**src/rtl/dcache_ctrl.sv**
```systemverilog
// Direct-mapped, write-through, no-write-allocate data cache controller.
// HIT gates the MEM/WB register. A load miss refills the whole line from main
// memory one beat per MM_READY. Every store is written through to main memory
// and only touches the cache when the line is already resident.
module dcache_ctrl #(
   parameter int LINES          = 16,
   parameter int WORDS_PER_LINE = 4
) (
   input  logic        clk,
   input  logic        rst,
   input  logic [31:0] ADDRESS,
   input  logic [31:0] WRITE_DATA,
   input  logic        MEM_READ,
   input  logic        MEM_WRITE,
   output logic [31:0] READ_DATA,
   output logic        HIT,
   output logic [31:0] MM_ADDRESS,
   output logic        MM_READ,
   output logic        MM_WRITE,
   output logic [31:0] MM_WRITE_DATA,
   input  logic [31:0] MM_READ_DATA,
   input  logic        MM_READY
);

   localparam int OB = $clog2(WORDS_PER_LINE);   // word-offset bits
   localparam int IB = $clog2(LINES);            // index bits
   localparam int AW = IB + OB;                  // data array address bits
   localparam int TB = 30 - AW;                  // tag bits
   localparam int NW = LINES * WORDS_PER_LINE;
   localparam logic [OB-1:0] LAST_BEAT = OB'(WORDS_PER_LINE - 1);

   localparam logic [1:0] ST_IDLE      = 2'd0;
   localparam logic [1:0] ST_FILL      = 2'd1;
   localparam logic [1:0] ST_WRITE_MEM = 2'd2;
   localparam logic [1:0] ST_DONE      = 2'd3;

   // State and request latches
   logic [1:0]    state_reg, state_next;
   logic [29:0]   word_addr_reg, word_addr_next;   // latched word address
   logic [31:0]   wdata_reg, wdata_next;
   logic [OB-1:0] beat_reg, beat_next;
   logic          load_reg, load_next;             // latched request is a load

   // Line storage
   logic          valid_reg [LINES];
   logic [TB-1:0] tag_mem   [LINES];
   logic [31:0]   data_mem  [NW];

   // Array write controls decoded in the FSM
   logic          data_we;
   logic [AW-1:0] data_waddr;
   logic [31:0]   data_wdata;
   logic          fill_last;

   // Byte-lane bits carry no meaning for word accesses
   logic          addr_lsb_unused;
   assign addr_lsb_unused = ^ADDRESS[1:0];

   // Field split of the live request and of the latched request
   logic [OB-1:0] req_offset, lat_offset;
   logic [IB-1:0] req_index, lat_index;
   logic [TB-1:0] req_tag, lat_tag;
   logic          req_hit;
   logic [31:0]   req_word, done_word;

   assign req_offset = ADDRESS[OB+1:2];
   assign req_index  = ADDRESS[AW+1:OB+2];
   assign req_tag    = ADDRESS[31:AW+2];
   assign lat_offset = word_addr_reg[OB-1:0];
   assign lat_index  = word_addr_reg[AW-1:OB];
   assign lat_tag    = word_addr_reg[29:AW];

   // Asynchronous array reads: a load hit must answer in its own cycle
   assign req_hit   = valid_reg[req_index] && (tag_mem[req_index] == req_tag);
   assign req_word  = data_mem[{req_index, req_offset}];
   assign done_word = data_mem[{lat_index, lat_offset}];

   // Next-state, latch and output decode
   always_comb begin
      state_next     = state_reg;
      word_addr_next = word_addr_reg;
      wdata_next     = wdata_reg;
      beat_next      = beat_reg;
      load_next      = load_reg;
      HIT            = 1'b0;
      READ_DATA      = 32'd0;
      MM_ADDRESS     = 32'd0;
      MM_READ        = 1'b0;
      MM_WRITE       = 1'b0;
      MM_WRITE_DATA  = 32'd0;
      data_we        = 1'b0;
      data_waddr     = '0;
      data_wdata     = 32'd0;
      fill_last      = 1'b0;
      case (state_reg)
         ST_IDLE: begin
            if (MEM_WRITE) begin
               // Store wins over a simultaneous load; write through always
               word_addr_next = ADDRESS[31:2];
               wdata_next     = WRITE_DATA;
               load_next      = 1'b0;
               beat_next      = '0;
               if (req_hit) begin
                  data_we    = 1'b1;
                  data_waddr = {req_index, req_offset};
                  data_wdata = WRITE_DATA;
               end
               state_next = ST_WRITE_MEM;
            end else if (MEM_READ) begin
               if (req_hit) begin
                  HIT       = 1'b1;
                  READ_DATA = req_word;
               end else begin
                  word_addr_next = ADDRESS[31:2];
                  load_next      = 1'b1;
                  beat_next      = '0;
                  state_next     = ST_FILL;
               end
            end else begin
               HIT = 1'b1;
            end
         end
         ST_FILL: begin
            MM_READ    = 1'b1;
            MM_ADDRESS = {lat_tag, lat_index, beat_reg, 2'b00};
            if (MM_READY) begin
               data_we    = 1'b1;
               data_waddr = {lat_index, beat_reg};
               data_wdata = MM_READ_DATA;
               beat_next  = beat_reg + OB'(1);
               if (beat_reg == LAST_BEAT) begin
                  fill_last  = 1'b1;
                  state_next = ST_DONE;
               end
            end
         end
         ST_WRITE_MEM: begin
            MM_WRITE      = 1'b1;
            MM_ADDRESS    = {word_addr_reg, 2'b00};
            MM_WRITE_DATA = wdata_reg;
            if (MM_READY) begin
               state_next = ST_DONE;
            end
         end
         ST_DONE: begin
            // The request still presented this cycle is the one being retired
            HIT = 1'b1;
            if (load_reg) begin
               READ_DATA = done_word;
            end
            state_next = ST_IDLE;
         end
         default: begin
            state_next = ST_IDLE;
         end
      endcase
   end

   // State, request latches and beat counter
   always_ff @(posedge clk) begin
      if (rst) begin
         state_reg     <= ST_IDLE;
         word_addr_reg <= '0;
         wdata_reg     <= '0;
         beat_reg      <= '0;
         load_reg      <= 1'b0;
      end else begin
         state_reg     <= state_next;
         word_addr_reg <= word_addr_next;
         wdata_reg     <= wdata_next;
         beat_reg      <= beat_next;
         load_reg      <= load_next;
      end
   end

   // Per-line valid bit and tag; a line becomes valid only on its last fill beat
   genvar gi;
   generate
      for (gi = 0; gi < LINES; gi++) begin : g_line
         // Valid is cleared by reset so a partially filled line never hits
         always_ff @(posedge clk) begin
            if (rst) begin
               valid_reg[gi] <= 1'b0;
            end else if (fill_last && (lat_index == IB'(gi))) begin
               valid_reg[gi] <= 1'b1;
            end
         end

         // Tag is captured together with the valid bit
         always_ff @(posedge clk) begin
            if (!rst && fill_last && (lat_index == IB'(gi))) begin
               tag_mem[gi] <= lat_tag;
            end
         end
      end
   endgenerate

   // Data array write port: fill beats and store hits
   always_ff @(posedge clk) begin
      if (!rst && data_we) begin
         data_mem[data_waddr] <= data_wdata;
      end
   end

endmodule

```
**config.mk**
```make
export PLATFORM = sky130hd
export DESIGN_NAME = dcache_ctrl
export DESIGN_NICKNAME = d
export VERILOG_FILES = /design/src/rtl/dcache_ctrl.sv
export SDC_FILE = /design/constraint.sdc
export NUM_CORES = 2
export LEC_CHECK = 0
export ABC_AREA = 0
export CORE_AREA = 8 8 654 334
export DETAILED_ROUTE_END_ITERATION = 10
export DIE_AREA = 0 0 662 342
export GPL_ROUTABILITY_DRIVEN = 0
export PLACE_DENSITY = 0.75
export SYNTH_ARGS = -nofsm -noshare
export SYNTH_HDL_FRONTEND = slang
export SYNTH_SLANG_ARGS = --single-unit
```
**constraint.sdc**
```tcl
create_clock -name clk -period 10.6 [get_ports clk]
set_clock_uncertainty 0.2 [all_clocks]
set_input_delay 1.59 -clock clk [delete_from_list [all_inputs] [get_ports clk]]
set_output_delay 1.59 -clock clk [all_outputs]
set_load 0.1 [all_outputs]
```
==> metrics.md <==
| Metric | Value |
|---|---|
| Share of Yosys cell area claimed by the top area cell type | 64.36% |
| Ys Warns | 0 |
| Worst setup SP type | input pin |
| Final-report hold violation count | 0 |
| Drt total wl | 342900 um |
| Max FFs per register | 2048 |
| Sink of the worst hold path | wdata_reg[17] |
| Layout Nets | 5638 |
| Critical R2R Launch | tag_mem[5][4] |
| DR vias/cell | about 7.5 |
| Drt wl/cell | 40.43 um |
| Pwr/cell area | 185.1 nW/um^2 |
| Hold Path Class | flop to flop |
| Clk sinks | 2521 |
| Slew headroom | 11.30% |
| Worst hold start | wdata_reg[17] |
| Syn avg cell area | 21.49 um^2 |
| H-tree Lvls | 4 |
| FILL cells | 14014 |
| Post-CTS Setup Bufs | 0 |
| FF+latch count, synth | 2521 |
| Crit Path Max Fanout | 94 |
| Worst R2R Path Depth | 12 |
| Num rows | 119 |
| Synth area leader | edfxtp_1 |
| Max Buffers Root-to-Sink | 4 |
| Placed wire-length estimate | slightly above 200000 um |
| Synthesized instance count | around 5300 |
| Worst EP arrival | 7.45 ns |
| Synthesis-to-finish area growth | 11.78% |
| Clock root buffer | clkbuf_16 |
| Period utilization | 87.20% |
| TritonRoute pass-1 iters | 8 |
| Worst hold stages | 2 |
| Vias in the first global route | around 63000 |
| Status | completed |
| Leading register cell type out of synthesis | edfxtp_1 |
| Post-detailed-route count of antenna-violating nets | 0 |
| Antenna violations before repair | 5 |
| Boundary Pins | 200 |
| GRT Overall Usage | a little under a third |
| CTS tree | done |
| RSZ-0062 raised after global routing | no |
| Initial core utilization | between 50% and 60% |
| Distinct cells, synth | 78 |
| Lkg Pwr | 0.03953 uW |
| Number of synthesized flops with an enable pin | 2447 |
| Global-route wire length before repair | 481800 um |
| Chip width | 662 um |
| Core Region | 208900 um^2 |
| TritonCTS Buffers | 217 |
| Asr flop ratio synth | 0% |
| IO buf count | 195 |
| Total gr overflow | 0 |
| Via count | 63329 |
| Fmax | roughly 0.11 GHz |
| Setup TNS | 0 ns |
| CP required | a little under 9 ns |
| Kind of critical path | input pin to output port |
| Die Area | 226400 um^2 |
| PnR worst setup slack | roughly 1.4 ns |
| DRC violations left | 0 |
| Share of post-route cells with drive strength above 1 | a little under two fifths |
| Setup-failing EPs final | 0 |
| Synth area leaders | edfxtp_1 64%, mux4_2 27%, dfxtp_1 1.3% |
| Seq/Total Area, Yosys | 65.66% |
| VDD IR max | 0.1650 mV |
| Flop2flop setup slack | 3.86 ns |
| Gates resized, CTS repair | 0 |
| Area of the mapped netlist | 114200 um^2 |
| Die Span Y | ~340 um |
| Max_cap viols | 0 |
| Worst-Margin Slew | 1.327 ns |
| Initial DRC Count | 11802 |
| Pre-CTS setup slack | about 1.6 ns |
| Min Clock Period, post-route | approximately 9.2 ns |
| Crit end category | output port |
| Number of buffers inserted by hold repair at cts | 0 |
| Final Max Slew Viols | 0 |
| Worst skew pair latency | 0.89 ns |
| Worst r2r dst | data_mem[7][23] |
| Largest net degree at the start of global routing | 135 |
| Clock slew at reported path FFs | 0.07 ns |
-- where the power goes --
part	internal, uW	switching [uW]	total (uW)	leakage (uW)
Sequential	11300	242	11500	0.0233
Combinational	1740	2390	4140	0.0129
Clock	4330	3670	8000	0.00334
-- worst max-delay path, cell delays in order --
cell,delay (ns)
buf_8,0.64
buf_4,0.44
mux4_2,0.36
xnor2_1,0.25
a21oi_1,0.13
a311o_1,0.32
a211o_1,0.27
nor4b_1,0.72
a41oi_1,0.55
or2_2,0.46
a21oi_1,0.34
clkdlybuf4s50_1,1.22
-- cell families after synthesis --
| kind of cell | after synthesis | synth area share (%) |
|---|---|---|
| and+or+nand+nor | 513 | 2.269 |
| muxes | 1533 | 28.66 |
| AOI/OAI and AO/OA | 270 | 1.564 |
| other | 1 | 0.003285 |
| xor gates and xnor gates | 34 | 0.2608 |
| buffers and inverters | 435 | 1.530 |
| adders and majority gates | 5 | 0.05480 |
| DFF | 2521 | 65.66 |
-- per-layer routing --
metal	track usage [%]	part of all wire (%)
met5	0	0.0079
met4	8.612	3.4
met3	11.20	17
met2	40.92	42
met1	45.55	37
-- final cells by class --
cell class | count | area (um^2) | area share [%]
inverters | 13 | 51.30 | 0.04020
multi-input cells | 2357 | 38410 | 30.09
repair buffers | 422 | 3847 | 3.015
diodes | 1 | 2.502 | 0.001961
well taps | 2783 | 3482 | 2.728
clock buffers | 264 | 5699 | 4.466
flip-flops and latches | 2521 | 74980 | 58.76
clock inverters | 121 | 1146 | 0.8981
-- synthesized netlist by cell type, types with 22 or more instances --
| cell type | n |
|---|---|
| nor2_1 | 137 |
| xnor2_1 | 22 |
| a22oi_1 | 29 |
| clkbuf_1 | 300 |
| nand2_1 | 143 |
| nor2b_1 | 34 |
| o21ai_0 | 43 |
| edfxtp_1 | 2447 |
| a21oi_1 | 80 |
| buf_1 | 73 |
| mux2i_1 | 138 |
| dfxtp_1 | 74 |
| mux4_2 | 1388 |
| a211oi_1 | 45 |
| buf_2 | 31 |
| and2_1 | 66 |
-- metrics by stage --
step                      cell area, um^2  std cells  util, %  hold slack (ns)  total power [uW]
after global routing               127600       8482    61.09           0.2663             24190
after global placement             120800       8096    57.81           0.2385             15720
after floorplan                    114200       5313        -           0.2317             14460
final                              127600       8482    61.09           0.2505             23630
after CTS                          127600       8481    61.09           0.2524             23610
after detailed placement           120800       8096    57.81           0.2433             15770
-- cell usage in the layout, fill, tap and decap left out, types with 22 or more instances in the layout --
master / n
a211oi_1: 45
a21oi_1: 80
a22oi_1: 29
and2_1: 66
buf_4: 241
clkbuf_1: 40
clkbuf_16: 219
clkdlybuf4s50_1: 154
clkinv_1: 38
clkinv_2: 41
dfxtp_1: 68
edfxtp_1: 2447
mux2i_1: 138
mux4_2: 1388
nand2_1: 142
nor2_1: 96
nor2_4: 40
nor2b_1: 34
o21ai_4: 33
xnor2_1: 22
-- worst max-delay path by stage --
stage / start / endpoint / slack [ns] / depth (start not counted)
floorplan: ADDRESS[4] / data_mem[43][0] / 2.37 / 12
global placement: ADDRESS[6] / HIT / 1.62 / 12
detailed placement: ADDRESS[6] / HIT / 1.59 / 12
CTS: ADDRESS[6] / HIT / 1.56 / 12
global route: ADDRESS[6] / HIT / 1.12 / 12
finish: ADDRESS[6] / HIT / 1.36 / 12
Note: power is estimated with default switching activity, not from simulation.
